$ cat src/rtl/mips_pkg.sv
// Shared MIPS datapath encodings and defaults: PC source select, branch
// condition codes, reset/exception vectors and the branch-target helper.
package mips_pkg;

    typedef enum logic [1:0] {
        PC_SEQ = 2'b00,
        PC_BR  = 2'b01,
        PC_J   = 2'b10,
        PC_JR  = 2'b11
    } pc_sel_t;

    typedef enum logic [2:0] {
        BR_BEQ    = 3'b000,
        BR_BNE    = 3'b001,
        BR_BLEZ   = 3'b010,
        BR_BGTZ   = 3'b011,
        BR_BLTZ   = 3'b100,
        BR_BGEZ   = 3'b101,
        BR_BLTZAL = 3'b110,
        BR_BGEZAL = 3'b111
    } br_op_t;

    typedef enum logic {
        PEND_IDLE = 1'b0,
        PEND_WAIT = 1'b1
    } pend_state_t;

    localparam logic [31:0] DEF_RESET_PC = 32'h0000_3000;
    localparam logic [31:0] DEF_EXC_VEC  = 32'h0000_4180;

    // Word offset is sign-extended and scaled; wrap-around is intentional.
    function automatic logic [31:0] br_target(input logic [31:0] pc_4,
                                              input logic [15:0] off);
        return pc_4 + {{14{off[15]}}, off, 2'b00};
    endfunction

endpackage

$ cat src/rtl/pc_unit_br_cond.sv
// Branch condition decode: whether the condition named by br_op holds and
// whether the opcode is one of the linking forms.
module br_cond
    import mips_pkg::*;
(
    input  logic [2:0] br_op,
    input  logic       zero,
    input  logic       rs_neg,
    input  logic       rs_zero,
    output logic       cond,
    output logic       link
);

    always_comb begin
        cond = 1'b0;
        case (br_op)
            BR_BEQ:    cond = zero;
            BR_BNE:    cond = !zero;
            BR_BLEZ:   cond = rs_neg | rs_zero;
            BR_BGTZ:   cond = !rs_neg & !rs_zero;
            BR_BLTZ:   cond = rs_neg;
            BR_BGEZ:   cond = !rs_neg;
            BR_BLTZAL: cond = rs_neg;
            BR_BGEZAL: cond = !rs_neg;
            default:   cond = 1'b0;
        endcase
    end

    assign link = (br_op[2:1] == 2'b11);

endmodule

$ cat src/rtl/pc_unit.sv
// Program-counter unit: architectural PC, EPC and a one-deep latch for
// redirects that arrive while fetch is stalled.
module pc_unit
    import mips_pkg::*;
#(
    parameter logic [31:0] RESET_PC    = DEF_RESET_PC,
    parameter logic [31:0] EXC_VEC     = DEF_EXC_VEC,
    parameter bit          CHECK_ALIGN = 1'b1
) (
    input  logic        clk,
    input  logic        reset,
    input  logic        stall,
    input  logic [1:0]  pc_sel,
    input  logic [2:0]  br_op,
    input  logic        zero,
    input  logic        rs_neg,
    input  logic        rs_zero,
    input  logic [25:0] imm26,
    input  logic [31:0] gpr,
    input  logic        exc_req,
    input  logic        eret,
    output logic [31:0] pc,
    output logic [31:0] pc_4,
    output logic [31:0] npc,
    output logic        link_we,
    output logic [31:0] epc,
    output logic        redirect_pend,
    output logic        addr_err
);

    logic [31:0] pc_q;
    logic [31:0] epc_q;
    logic [31:0] pend_pc;
    pend_state_t pend_st;

    logic cond;
    logic link_op;
    logic taken;
    logic redirect;

    br_cond u_br_cond (
        .br_op   (br_op),
        .zero    (zero),
        .rs_neg  (rs_neg),
        .rs_zero (rs_zero),
        .cond    (cond),
        .link    (link_op)
    );

    assign pc_4  = pc_q + 32'd4;
    assign taken = (pc_sel == PC_BR) && cond;

    always_comb begin
        npc = pc_4;
        case (pc_sel)
            PC_BR:   npc = taken ? br_target(pc_4, imm26[15:0]) : pc_4;
            PC_J:    npc = {pc_4[31:28], imm26, 2'b00};
            PC_JR:   npc = gpr;
            default: npc = pc_4;
        endcase
    end

    // A jump/jr that happens to land on pc+4 is not worth latching.
    assign redirect = (pc_sel != PC_SEQ) && (npc != pc_4);

    assign link_we  = taken && link_op && !stall;
    assign addr_err = CHECK_ALIGN && (pc_sel == PC_JR) && (|gpr[1:0]);

    always_ff @(posedge clk) begin
        if (reset) begin
            pc_q    <= RESET_PC;
            epc_q   <= 32'd0;
            pend_pc <= 32'd0;
            pend_st <= PEND_IDLE;
        end else if (exc_req) begin
            epc_q   <= pc_q;
            pc_q    <= EXC_VEC;
            pend_st <= PEND_IDLE;
        end else if (eret && !stall) begin
            pc_q    <= epc_q;
            pend_st <= PEND_IDLE;
        end else if (stall) begin
            // First redirect seen during a stall wins; later ones are dropped.
            if (pend_st == PEND_IDLE && redirect) begin
                pend_pc <= npc;
                pend_st <= PEND_WAIT;
            end
        end else if (pend_st == PEND_WAIT) begin
            pc_q    <= pend_pc;
            pend_st <= PEND_IDLE;
        end else begin
            pc_q <= npc;
        end
    end

    assign pc            = pc_q;
    assign epc           = epc_q;
    assign redirect_pend = (pend_st == PEND_WAIT);

endmodule
$ cat config.mk
export PLATFORM = sky130hd
export DESIGN_NAME = pc_unit
export DESIGN_NICKNAME = d
export VERILOG_FILES = /design/src/rtl/mips_pkg.sv /design/src/rtl/pc_unit_br_cond.sv /design/src/rtl/pc_unit.sv
export SDC_FILE = /design/constraint.sdc
export NUM_CORES = 1
export LEC_CHECK = 0
export ABC_AREA = 1
export BUFFER_PORTS_ARGS = -buffer_cell sky130_fd_sc_hd__buf_2
export CAP_MARGIN = 0
export CELL_PAD_IN_SITES_DETAIL_PLACEMENT = 0
export CELL_PAD_IN_SITES_GLOBAL_PLACEMENT = 1
export CORE_ASPECT_RATIO = 1.4
export CORE_UTILIZATION = 34
export CTS_BUF_LIST = sky130_fd_sc_hd__clkbuf_16
export CTS_CLUSTER_DIAMETER = 150
export DETAILED_ROUTE_END_ITERATION = 8
export PLACE_DENSITY = 0.82
export RECOVER_POWER = 50
export SYNTH_ARGS = -nofsm -noshare
export SYNTH_HDL_FRONTEND = slang
export SYNTH_HIERARCHICAL = 1
export SYNTH_SLANG_ARGS = --single-unit
$ cat constraint.sdc
create_clock -name clk -period 3.67 [get_ports clk]
set_input_delay 0.5505 -clock clk [delete_from_list [all_inputs] [get_ports clk]]
set_output_delay 0.5505 -clock clk [all_outputs]
set_load 0.02 [all_outputs]
==> results.ini <==
[clock_tree]
clk_pin_slew_ps=80
cts-hold-fix-buffers=0
h-tree-depth=3
clk_latency_ps=350
max-clock-path-buffers=2
cts_buffers=9
tritoncts=built
cts_sinks=97
cts_root_buffer=clkbuf_16

[grt]
grt_max_degree=71
grt_overflow_total=0
antenna_found_initial=0
grt_pass1_wl_um=63300
grt_use_total=0.298
grt_pass1_vias=11717

[placement]
portBuffers=201
postPlaceCellArea_um2=12300
dp.cells=2342
hpwl_um=32800
gp_congestion=0.932

[synth]
seq_area_frac_synth=0.213
ys.flop_type=dfxtp_1
ys_top_cells_by_area=dfxtp_1, nand2_1, inv_1
synth_common_cells=nand2_1, inv_1, nor2_1, nand3_1, dfxtp_1
yosysTopAreaCell=dfxtp_1
syn_area_per_cell_um2=5.62
yosysUniqueCellTypes=44
postSynthRegisterBits=97
synthCells=1625
yosys_warnings=6
syn_nets=1732
synth.top_cell.area_share=0.213
yosysMostFrequentCell=nand2_1
syn_area_um2=9140
synthArstFlopShare=0
synth_edf_count=0

[timing]
fin_ws_ps=-307
tns_ps=-12010
final.setup_skew_ps=9.99
fmax_mhz=251
maxSlewViolCount=0
setup_viol=53
period_minus_slack_ps=3980
hold_ws_ps=487
rsz0062_at_grt=true
finalCritPeriodShare=1.08
finalHoldViolCount=0
slew_headroom=0.305
worstMarginPinSlew_ps=1040

[power_and_ir_drop]
p_per_area_nw_per_um2=274
ir_worst_vdd_v=0.000272
power.total_mw=4.01
p_leak_nw=7.56

[finish]
drive_gt1_frac=0.405
fin_cells=2398
syn2layout_area_growth_pct=60.2
regArea_um2=1980
multi_input_area_um2=7350
fin_nets=2176
final_area_um2=14600
n_fill_cell=2620
antenna_cells=0

[run]
max-cap-violations=0

[route]
vias_per_cell=5.18
drc=0
wirelength_um=42300
drt_iter0_drc=838
dr.pass1.iters=5
dr_total_vias=12414
wl_per_cell_um=17.6
postRouteAntennaNets=0

[min_path]
hold_path_class=register to register

[floorplan]
initial_utilization=0.348
rows=70
coreArea_um2=26300
die_area_um2=27500
io_pins=202
fp.dieH_um=196
die_width_um=141

[setup_path]
crit_arrival_ps=4220
critPathMaxFanout=8
cp_common_cell=nand2_1
critical_path_class=register to register
cp_slowest_cell=dfxtp_4
endpoint_kind=register
cp.required_ps=3910
critPathLaunchType=register
crit_path_max_incr_delay_ps=370

[outcome]
violations=setup timing
status=finished with violations

[state kept, by name, indices dropped and copies added, names as in the netlist]
name / count
redirect_pend: 1
pend_pc: 32
pc: 32
epc: 32
[area by class of cell]
cell class / count / share of cell area
Multi-Input combinational cell: 1193 / 0.502
Clock inverter: 7 / 0.00744
Sequential cell: 97 / 0.136
Clock buffer: 9 / 0.0154
Inverter: 277 / 0.0726
Timing Repair Buffer: 491 / 0.239
Tap cell: 324 / 0.0277
[power by group]
| part | total [mW] | switching [mW] | leakage, nW | internal [mW] |
|---|---|---|---|---|
| clock network | 1.06 | 0.449 | 0.164 | 0.614 |
| registers | 1.17 | 0.0551 | 0.807 | 1.12 |
| logic | 1.77 | 1.04 | 6.59 | 0.728 |
[per-layer routing]
metal  vias to the layer above  GRT usage  part of all wire
met5                         -          0                 0
met4                         0      0.155             0.054
met3                       114     0.0256             0.051
met1                      5735      0.356              0.40
li1                       6098          -                 -
met2                       467      0.530              0.50
[metrics by stage]
stage	utilization	worst slack, ps
global route	0.557	-497
detailed placement	0.470	-609
CTS	0.535	-274
global placement	0.470	-620
floorplan	-	0.639
finish	0.557	-307
[critical path, delay by kind of cell, from the launching register on]
kind                       cells  cell delay, ps
DFF                            1             370
xor gates and xnor gates       1             200
and+or+nand+nor               23            2150
adders and majority gates      2             370
buffers and inverters          6             790
[path summary, 6_finish.rpt]
path                       startpoint  slack, ps                 endpoint  cells after the start
hold reg to reg   epc[8]$_SDFFE_PP0P_        490       pc[8]$_SDFFE_PP0P_                      2
setup reg to reg   pc[2]$_SDFFE_PP0P_       -310  pend_pc[5]$_SDFFE_PP0P_                     32
setup / recovery   pc[2]$_SDFFE_PP0P_       -310  pend_pc[5]$_SDFFE_PP0P_                     32
hold / removal    epc[8]$_SDFFE_PP0P_        490       pc[8]$_SDFFE_PP0P_                      2
[placed cells by master (no fill, tap or decap), drive strengths merged, types with 6 or more instances in the layout]
| cell type | instances |
|---|---|
| xor2 | 15 |
| a221oi | 28 |
| nor3 | 10 |
| a21oi | 87 |
| ha | 35 |
| nand3 | 121 |
| inv | 278 |
| a31oi | 7 |
| buf | 488 |
| o21ai | 91 |
| nand4 | 26 |
| o21bai | 6 |
| o22ai | 6 |
| nor2 | 184 |
| a22o | 13 |
| o211ai | 29 |
| dfxtp | 97 |
| clkbuf | 12 |
| nand3b | 10 |
| nand2 | 509 |
[timing repair]
| item | in CTS | in global routing |
|---|---|---|
| hold endpoints to repair | 0 | 0 |
| setup endpoints to repair | 61 | 64 |
| gates resized for setup | 274 | 123 |
| gates cloned | 3 | 3 |
| buffers inserted | 21 | 15 |
| pin swaps | 63 | 82 |
[kinds of logic (layout without fill, tap and decap cells)]
logic type	count (synthesis)	after routing	share of synthesized area
compound gates	274	274	0.182
xor+xnor	16	16	0.0162
fa+ha+maj	36	36	0.0501
buf+inv	335	784	0.142
flops	97	97	0.213
simple gates	867	867	0.397
Power figures use the tool's default switching activity.
